<file path="src/rtl/pic_pkg.sv">
// pic_pkg: shared types, constants and rotating-priority search for the PIC request front end
package pic_pkg;
  localparam int NUM_IR = 8;
  localparam logic [2:0] SPURIOUS_ID = 3'd7;
  typedef enum logic [2:0] {IDLE, ACK1, WAIT1, WAIT2, ACK2} state_t;
  typedef struct packed {
    logic       found;
    logic [2:0] id;
  } prio_t;
  function automatic prio_t prio_first(input logic [NUM_IR-1:0] bits, input logic [2:0] lowest_prio);
    prio_t r;
    logic [2:0] idx;
    r = '{found: 1'b0, id: 3'd0};
    for (int i = 0; i < NUM_IR; i++) begin
      idx = lowest_prio + 3'(i + 1);
      if (!r.found && bits[idx]) r = '{found: 1'b1, id: idx};
    end
    return r;
  endfunction
endpackage

</file>
<file path="src/rtl/pic_irr_priority_if.sv">
// pic_irr_priority_if: request pins, configuration and INTA/vector handshake of the PIC front end
interface pic_irr_priority_if;
  import pic_pkg::*;
  logic [NUM_IR-1:0] ir_in, interrupt_mask, in_service, irr, isr_set;
  logic              level_mode, rotate_en, inta_n, int_out, vector_valid;
  logic [4:0]        vector_base;
  logic [7:0]        vector_out;
  modport master (
    output ir_in, level_mode, interrupt_mask, in_service, rotate_en, vector_base, inta_n,
    input  int_out, irr, isr_set, vector_out, vector_valid
  );
  modport slave (
    input  ir_in, level_mode, interrupt_mask, in_service, rotate_en, vector_base, inta_n,
    output int_out, irr, isr_set, vector_out, vector_valid
  );
endinterface

</file>
<file path="src/rtl/pic_priority_encoder.sv">
// pic_priority_encoder: first set bit in rotating priority order starting after lowest_prio
module pic_priority_encoder
  import pic_pkg::*;
(
  input  logic [NUM_IR-1:0] bits,
  input  logic [2:0]        lowest_prio,
  output logic              found,
  output logic [2:0]        id
);
  prio_t r;
  assign r = prio_first(bits, lowest_prio);
  assign found = r.found;
  assign id = r.id;
endmodule

</file>
<file path="src/rtl/pic_irr_priority.sv">
// pic_irr_priority: IR synchronisation/latching, rotating priority resolution and two-pulse INTA handshake
module pic_irr_priority
  import pic_pkg::*;
#(
  parameter int SYNC_STAGES = 2
) (
  input logic clk,
  input logic rst_n,
  pic_irr_priority_if.slave bus
);
  logic [SYNC_STAGES-1:0][NUM_IR-1:0] sync;
  logic [NUM_IR-1:0] ir_s, ir_prev, irr, cand, ack_take;
  logic [2:0] lowest_prio, sel, sel_rank, top, top_rank, ack_id;
  logic sel_found, top_found, ack_found, pending, inta_q, inta_fall, ack_evt, int_q;
  state_t state, state_nx;
  pic_priority_encoder u_sel (.bits(cand), .lowest_prio(lowest_prio), .found(sel_found), .id(sel));
  pic_priority_encoder u_top (.bits(bus.in_service), .lowest_prio(lowest_prio), .found(top_found), .id(top));
  assign ir_s = sync[SYNC_STAGES-1];
  assign cand = irr & ~bus.interrupt_mask;
  assign inta_fall = inta_q & ~bus.inta_n;
  assign ack_evt = (state == IDLE) && inta_fall;
  // rank 0 is the highest priority under the current rotation
  assign sel_rank = sel - lowest_prio - 3'd1;
  assign top_rank = top - lowest_prio - 3'd1;
  assign pending = sel_found && (!top_found || sel_rank < top_rank);
  assign ack_take = (ack_evt && sel_found) ? NUM_IR'(1) << sel : '0;
  always_ff @(posedge clk or negedge rst_n) begin
    if (!rst_n) begin
      sync <= '0;
      ir_prev <= '0;
      irr <= '0;
      int_q <= 1'b0;
      inta_q <= 1'b1;
    end else begin
      sync <= {sync[SYNC_STAGES-2:0], bus.ir_in};
      ir_prev <= ir_s;
      irr <= (bus.level_mode ? ir_s : (irr | (ir_s & ~ir_prev)) & ir_s) & ~ack_take;
      int_q <= pending && state == IDLE && !inta_fall;
      inta_q <= bus.inta_n;
    end
  end
  // the acknowledged IR is frozen on the first INTA edge so later changes cannot alter it
  always_ff @(posedge clk or negedge rst_n) begin
    if (!rst_n) begin
      lowest_prio <= 3'd7;
      ack_id <= SPURIOUS_ID;
      ack_found <= 1'b0;
    end else if (ack_evt) begin
      ack_found <= sel_found;
      ack_id <= sel_found ? sel : SPURIOUS_ID;
      if (bus.rotate_en && sel_found) lowest_prio <= sel;
    end
  end
  always_ff @(posedge clk or negedge rst_n) begin
    if (!rst_n) state <= IDLE;
    else state <= state_nx;
  end
  always_comb begin
    state_nx = state;
    case (state)
      IDLE:  state_nx = inta_fall ? ACK1 : IDLE;
      ACK1:  state_nx = WAIT1;
      WAIT1: state_nx = bus.inta_n ? WAIT2 : WAIT1;
      WAIT2: state_nx = inta_fall ? ACK2 : WAIT2;
      ACK2:  state_nx = bus.inta_n ? IDLE : ACK2;
      default: state_nx = IDLE;
    endcase
  end
  always_comb begin
    bus.isr_set = (state == ACK1 && ack_found) ? NUM_IR'(1) << ack_id : '0;
    bus.vector_valid = state == ACK2;
    bus.vector_out = (state == ACK2) ? {bus.vector_base, ack_id} : '0;
  end
  assign bus.int_out = int_q;
  assign bus.irr = irr;
endmodule

</file>
<file path="src/flat_wrapper.sv">
// flat-port wrapper written by rule: the top's interface ports become plain ports
module pic_irr_priority_flat import pic_pkg::*;
#(
  parameter int SYNC_STAGES = 2
)
  (clk, rst_n, bus_ir_in, bus_level_mode, bus_interrupt_mask, bus_in_service, bus_rotate_en, bus_vector_base, bus_inta_n, bus_int_out, bus_irr, bus_isr_set, bus_vector_out, bus_vector_valid);
  pic_irr_priority_if bus_i ();
  input logic clk;
  input logic rst_n;
  input wire logic [$bits(bus_i.ir_in)-1:0] bus_ir_in;
  input wire logic [$bits(bus_i.level_mode)-1:0] bus_level_mode;
  input wire logic [$bits(bus_i.interrupt_mask)-1:0] bus_interrupt_mask;
  input wire logic [$bits(bus_i.in_service)-1:0] bus_in_service;
  input wire logic [$bits(bus_i.rotate_en)-1:0] bus_rotate_en;
  input wire logic [$bits(bus_i.vector_base)-1:0] bus_vector_base;
  input wire logic [$bits(bus_i.inta_n)-1:0] bus_inta_n;
  output wire logic [$bits(bus_i.int_out)-1:0] bus_int_out;
  output wire logic [$bits(bus_i.irr)-1:0] bus_irr;
  output wire logic [$bits(bus_i.isr_set)-1:0] bus_isr_set;
  output wire logic [$bits(bus_i.vector_out)-1:0] bus_vector_out;
  output wire logic [$bits(bus_i.vector_valid)-1:0] bus_vector_valid;
  assign bus_i.ir_in = bus_ir_in;
  assign bus_i.level_mode = bus_level_mode;
  assign bus_i.interrupt_mask = bus_interrupt_mask;
  assign bus_i.in_service = bus_in_service;
  assign bus_i.rotate_en = bus_rotate_en;
  assign bus_i.vector_base = bus_vector_base;
  assign bus_i.inta_n = bus_inta_n;
  assign bus_int_out = bus_i.int_out;
  assign bus_irr = bus_i.irr;
  assign bus_isr_set = bus_i.isr_set;
  assign bus_vector_out = bus_i.vector_out;
  assign bus_vector_valid = bus_i.vector_valid;
  pic_irr_priority #(.SYNC_STAGES(SYNC_STAGES)) u_core (.clk(clk), .rst_n(rst_n), .bus(bus_i));
endmodule
</file>
<file path="config.mk">
export PLATFORM = sky130hd
export DESIGN_NAME = pic_irr_priority_flat
export DESIGN_NICKNAME = d
export VERILOG_FILES = /design/src/rtl/pic_pkg.sv /design/src/rtl/pic_irr_priority_if.sv /design/src/rtl/pic_priority_encoder.sv /design/src/rtl/pic_irr_priority.sv /design/src/flat_wrapper.sv
export SDC_FILE = /design/constraint.sdc
export NUM_CORES = 1
export LEC_CHECK = 0
export CORE_MARGIN = 2
export CORE_UTILIZATION = 55
export CTS_BUF_LIST = sky130_fd_sc_hd__clkbuf_4 sky130_fd_sc_hd__clkbuf_8
export DETAILED_ROUTE_END_ITERATION = 16
export GPL_ROUTABILITY_DRIVEN = 0
export PLACE_DENSITY_LB_ADDON = 0.25
export SKIP_CTS_REPAIR_TIMING = 1
export SYNTH_ARGS = -nofsm -noshare
export SYNTH_HDL_FRONTEND = slang
export SYNTH_SLANG_ARGS = --single-unit
</file>
<file path="constraint.sdc">
create_clock -name clk -period 5.52 [get_ports clk]
set_input_delay 1.104 -clock clk [delete_from_list [all_inputs] [get_ports clk]]
set_output_delay 1.104 -clock clk [all_outputs]
set_load 0.01 [all_outputs]
</file>
==> impl_metrics.csv <==
group,metric,value,unit
grt,grt-ovfl-total,0,
clock_network,cts-root-to-sink-buffers,2,
synth,post_synth.cell_area_avg,9.99,um2
sta,final_period_minus_worst_setup_slack,5120,ps
synth,post_synth_instance_area,0.00343,mm2
die,die-area,0.00688,mm2
synth,synth_top_family_by_area,"multiplexers",
clock_network,clock_h_tree_levels,2,
sta,final-max-slew-violation-count,0,
critical_path,critical_path_source_type,"input port",
sta,rsz_0062_raised_after_global_routing,"no",
sta,max-slew-margin-rel,0.396,
place,dp_slack,195,ps
synth,area_share_of_xor_xnor_cells_in_the_synthesized_design,0.0179,
die,core.rowCount,28,
sta,fmax_achieved,195,MHz
synth,postSynth.topFlopCell,"sky130_fd_sc_hd__dfrtp_1",
clock_network,insertion_delay,290,ps
detailed_routing,post-route-drc-count,0,
critical_path,crit_path_max_incr_delay,520,ps
critical_path,critical_path_arrival,5310,ps
critical_path,crit_chain,"clkdlybuf4s50_1 > nor2b_1 > mux4_2 > mux2_4 > nor4b_2 > o211ai_1 > o221a_2 > a211oi_1 > fa_1 > ha_1 > a21oi_1 > nor2b_1 > o32ai_1 > nand2_1 > nor4b_1",
cells_and_area,stdcell_count,479,
cells_and_area,fraction_of_layout_instances_using_a_drive_strength_above_1,0.153,
sta,fin_tns_setup,0,ps
min_path,holdCritPathClass,"register to register",
die,floorplan.io_pins,60,
synth,share_of_flip_flops_with_an_asynchronous_set_or_reset_after_synthesis,1.00,
grt,grt_antenna_before_repair,0,
power_and_ir_drop,leakage,0.00175,uW
detailed_routing,drt-wirelength-per-cell,18.0,um
die,chipWidth,82.9,um
clock_network,clkSinkCount,44,
cells_and_area,finish.net_count,445,
power_and_ir_drop,areal_power_density_over_the_cells,649,mW/mm2
die,die_height,82.9,um
synth,synthesis.instances,343,
clock_network,tritoncts,"done",
critical_path,worst_endpoint_required_time,5700,ps
die,initial_utilization,0.575,
clock_network,clk_pin_slew,70,ps
sta,fin_skew,3.81,ps
grt,globalRouteTotalUtil,0.254,
synth,synth.distinct_cells,59,
cells_and_area,seq_area,0.00111,mm2
detailed_routing,route.detailed.vias_per_inst,6.23,
cells_and_area,leading_cell_type_in_the_layout_fill_and_taps_excluded,"sky130_fd_sc_hd__clkdlybuf4s50_1",
synth,synth_nets,385,
synth,synth-adder-area-share,0.0336,
detailed_routing,drt_pass1_iterations,5,
sta,setup-violations-final,0,
cells_and_area,antenna_cells_inserted,0,
synth,synth_seq_cells,44,
place,post-place-cells,471,
synth,synth.area.mux_share,0.246,
status,outcome,"finished, final reports clean",
grt,global_route_wire_length_before_repair,14.2,mm
cells_and_area,syn2layout_area_growth,23.3,%
cells_and_area,post-route-cell-area,0.00422,mm2
place,portBuffers,59,
flow_run,cap_viol_max_count,0,
critical_path,critical_path.endpoint_type,"register",
sta,hold_slack,349,ps
power_and_ir_drop,vdd_ir_drop_max,525,uV
sta,final.setup.worst_slack,398,ps
place,dp_hpwl,6.47,mm
place,postPlaceCellArea,0.00410,mm2
clock_network,root_buffer,"sky130_fd_sc_hd__clkbuf_8",
sta,finalCritPeriodShare,0.928,
synth,synth_warnings,0,
die,coreArea,0.00596,mm2
synth,synth-edff-count,0,
cells_and_area,layout_common_cells,"sky130_fd_sc_hd__clkdlybuf4s50_1 (58), sky130_fd_sc_hd__nor2_1 (39), sky130_fd_sc_hd__dfrtp_1 (37), sky130_fd_sc_hd__nand2_1 (34), sky130_fd_sc_hd__mux2i_1 (22)",
cells_and_area,n_fill_cell,451,
critical_path,path_class,"input port to register",
synth,synthesized_area_fraction_occupied_by_ao_oa_aoi_and_oai_cells,0.135,
sta,hold_violations,0,
critical_path,path_max_fanout,4,
detailed_routing,count_of_vias_placed_by_the_detailed_router,2986,
synth,sequential_share_of_the_synthesized_area,0.324,
critical_path,max_stage_delay_cell_worst_path,"sky130_fd_sc_hd__clkdlybuf4s50_1",
detailed_routing,initialDrtViolationCount,244,
synth,post_synth_and_or_nand_nor_area_fraction,0.201,
clock_network,cts_inserted_buffers,5,
detailed_routing,detail_route_antenna_nets,0,
detailed_routing,routed_wirelength,8.62,mm
critical_path,cell_mode_on_critical_path,"sky130_fd_sc_hd__nor2b_1",
grt,grt_max_degree,45,
sta,worst_pin_slew,906,ps
cells_and_area,multi_input_area,0.00217,mm2
grt,number_of_global_route_vias_before_repair,2884,
==> cells in the mapped netlist (all sizes together), types with 2 or more instances <==
master / number / area [um2]
o31a: 4 / 35.0
a21o: 4 / 30.0
mux2: 6 / 71.3
a21boi: 2 / 15.0
dfrtp: 37 / 926
buf: 10 / 71.3
o221ai: 2 / 17.5
nand2: 34 / 128
nor2: 39 / 146
a31oi: 8 / 50.1
ha: 6 / 75.1
and3: 10 / 62.6
mux2i: 22 / 220
o32ai: 2 / 17.5
nor2b: 14 / 87.6
clkbuf: 9 / 35.0
a211oi: 5 / 37.5
xor2: 3 / 26.3
mux4: 24 / 552
nor3: 6 / 30.0
nor4b: 2 / 23.8
o21ai: 6 / 30.0
and2: 6 / 37.5
fa: 2 / 40.0
or4b: 2 / 20.0
xnor2: 4 / 35.0
o211ai: 2 / 15.0
a21oi: 14 / 73.8
dfstp: 7 / 184
nand3: 4 / 20.0
nand2b: 19 / 119
inv: 10 / 40.0
a32oi: 2 / 17.5
==> per-stage QoR <==
stage / util / total power (uW)
after floorplan: - / 1960
after global placement: 0.688 / 2400
after detailed placement: 0.688 / 2430
after CTS: 0.709 / 2720
after global routing: 0.709 / 2980
final: 0.709 / 2740
==> routing by layer <==
| layer | routed length (um) | up-vias | GRT usage | part of all wire |
|---|---|---|---|---|
| met5 | 0 | - | 0 | 0 |
| met4 | 237 | 0 | 0.0835 | 0.027 |
| met3 | 465 | 24 | 0.0457 | 0.054 |
| met2 | 4380 | 135 | 0.424 | 0.51 |
| met1 | 3540 | 1436 | 0.336 | 0.41 |
| li1 | - | 1391 | - | - |
==> cell type report <==
type,count,share of cell area
multi-input cells,270,0.514
flip-flops and latches,44,0.263
repair buffers,72,0.162
clock buffers,7,0.0228
well taps,75,0.0222
inverters,10,0.00948
clock inverters,1,0.00711
==> final timing paths <==
kind                       depth (start not counted)  slack [ps]             startpoint                  to
setup reg to reg                                  16         510  u_core.lowest_prio[0]  u_core.bus.int_out
min in group asynchronous                          1         930                  rst_n     u_core.state[2]
hold / removal                                     0         350         u_core.sync[0]      u_core.ir_s[0]
max in group asynchronous                          1        4010                  rst_n      u_core.ir_s[1]
setup / recovery                                  15         400  bus_interrupt_mask[6]  u_core.bus.int_out
hold reg to reg                                    0         350         u_core.sync[0]      u_core.ir_s[0]
==> worst max-delay path, delay by kind of cell <==
family | cells | cell delay [ps]
fa+ha+maj | 2 | 820
simple gates | 5 | 880
buf+inv | 1 | 520
compound gates | 5 | 1140
mux | 2 | 840
==> sequential cells by signal, summed over array words and instances (netlist names) <==
register,cells
u_core.ack_found,1
u_core.ack_id,3
u_core.bus.int_out,1
u_core.bus.irr,8
u_core.inta_q,1
u_core.ir_prev,8
u_core.ir_s,8
u_core.lowest_prio,3
u_core.state,3
u_core.sync,8
==> cells by family after synthesis <==
| kind of cell | Yosys count |
|---|---|
| AND/OR/NAND/NOR | 138 |
| AO/OA/AOI/OAI | 65 |
| XOR/XNOR | 7 |
| multiplexers | 52 |
| flip-flops | 44 |
| adder cells (fa/ha/maj) | 8 |
| buffers and inverters | 29 |
==> power breakdown <==
part	leakage, uW	switching (uW)	internal, uW
clock	0.0000645	98.0	159
sequential	0.000511	86.6	387
combinational	0.00118	1090	916
(Power assumes the default switching activity.)
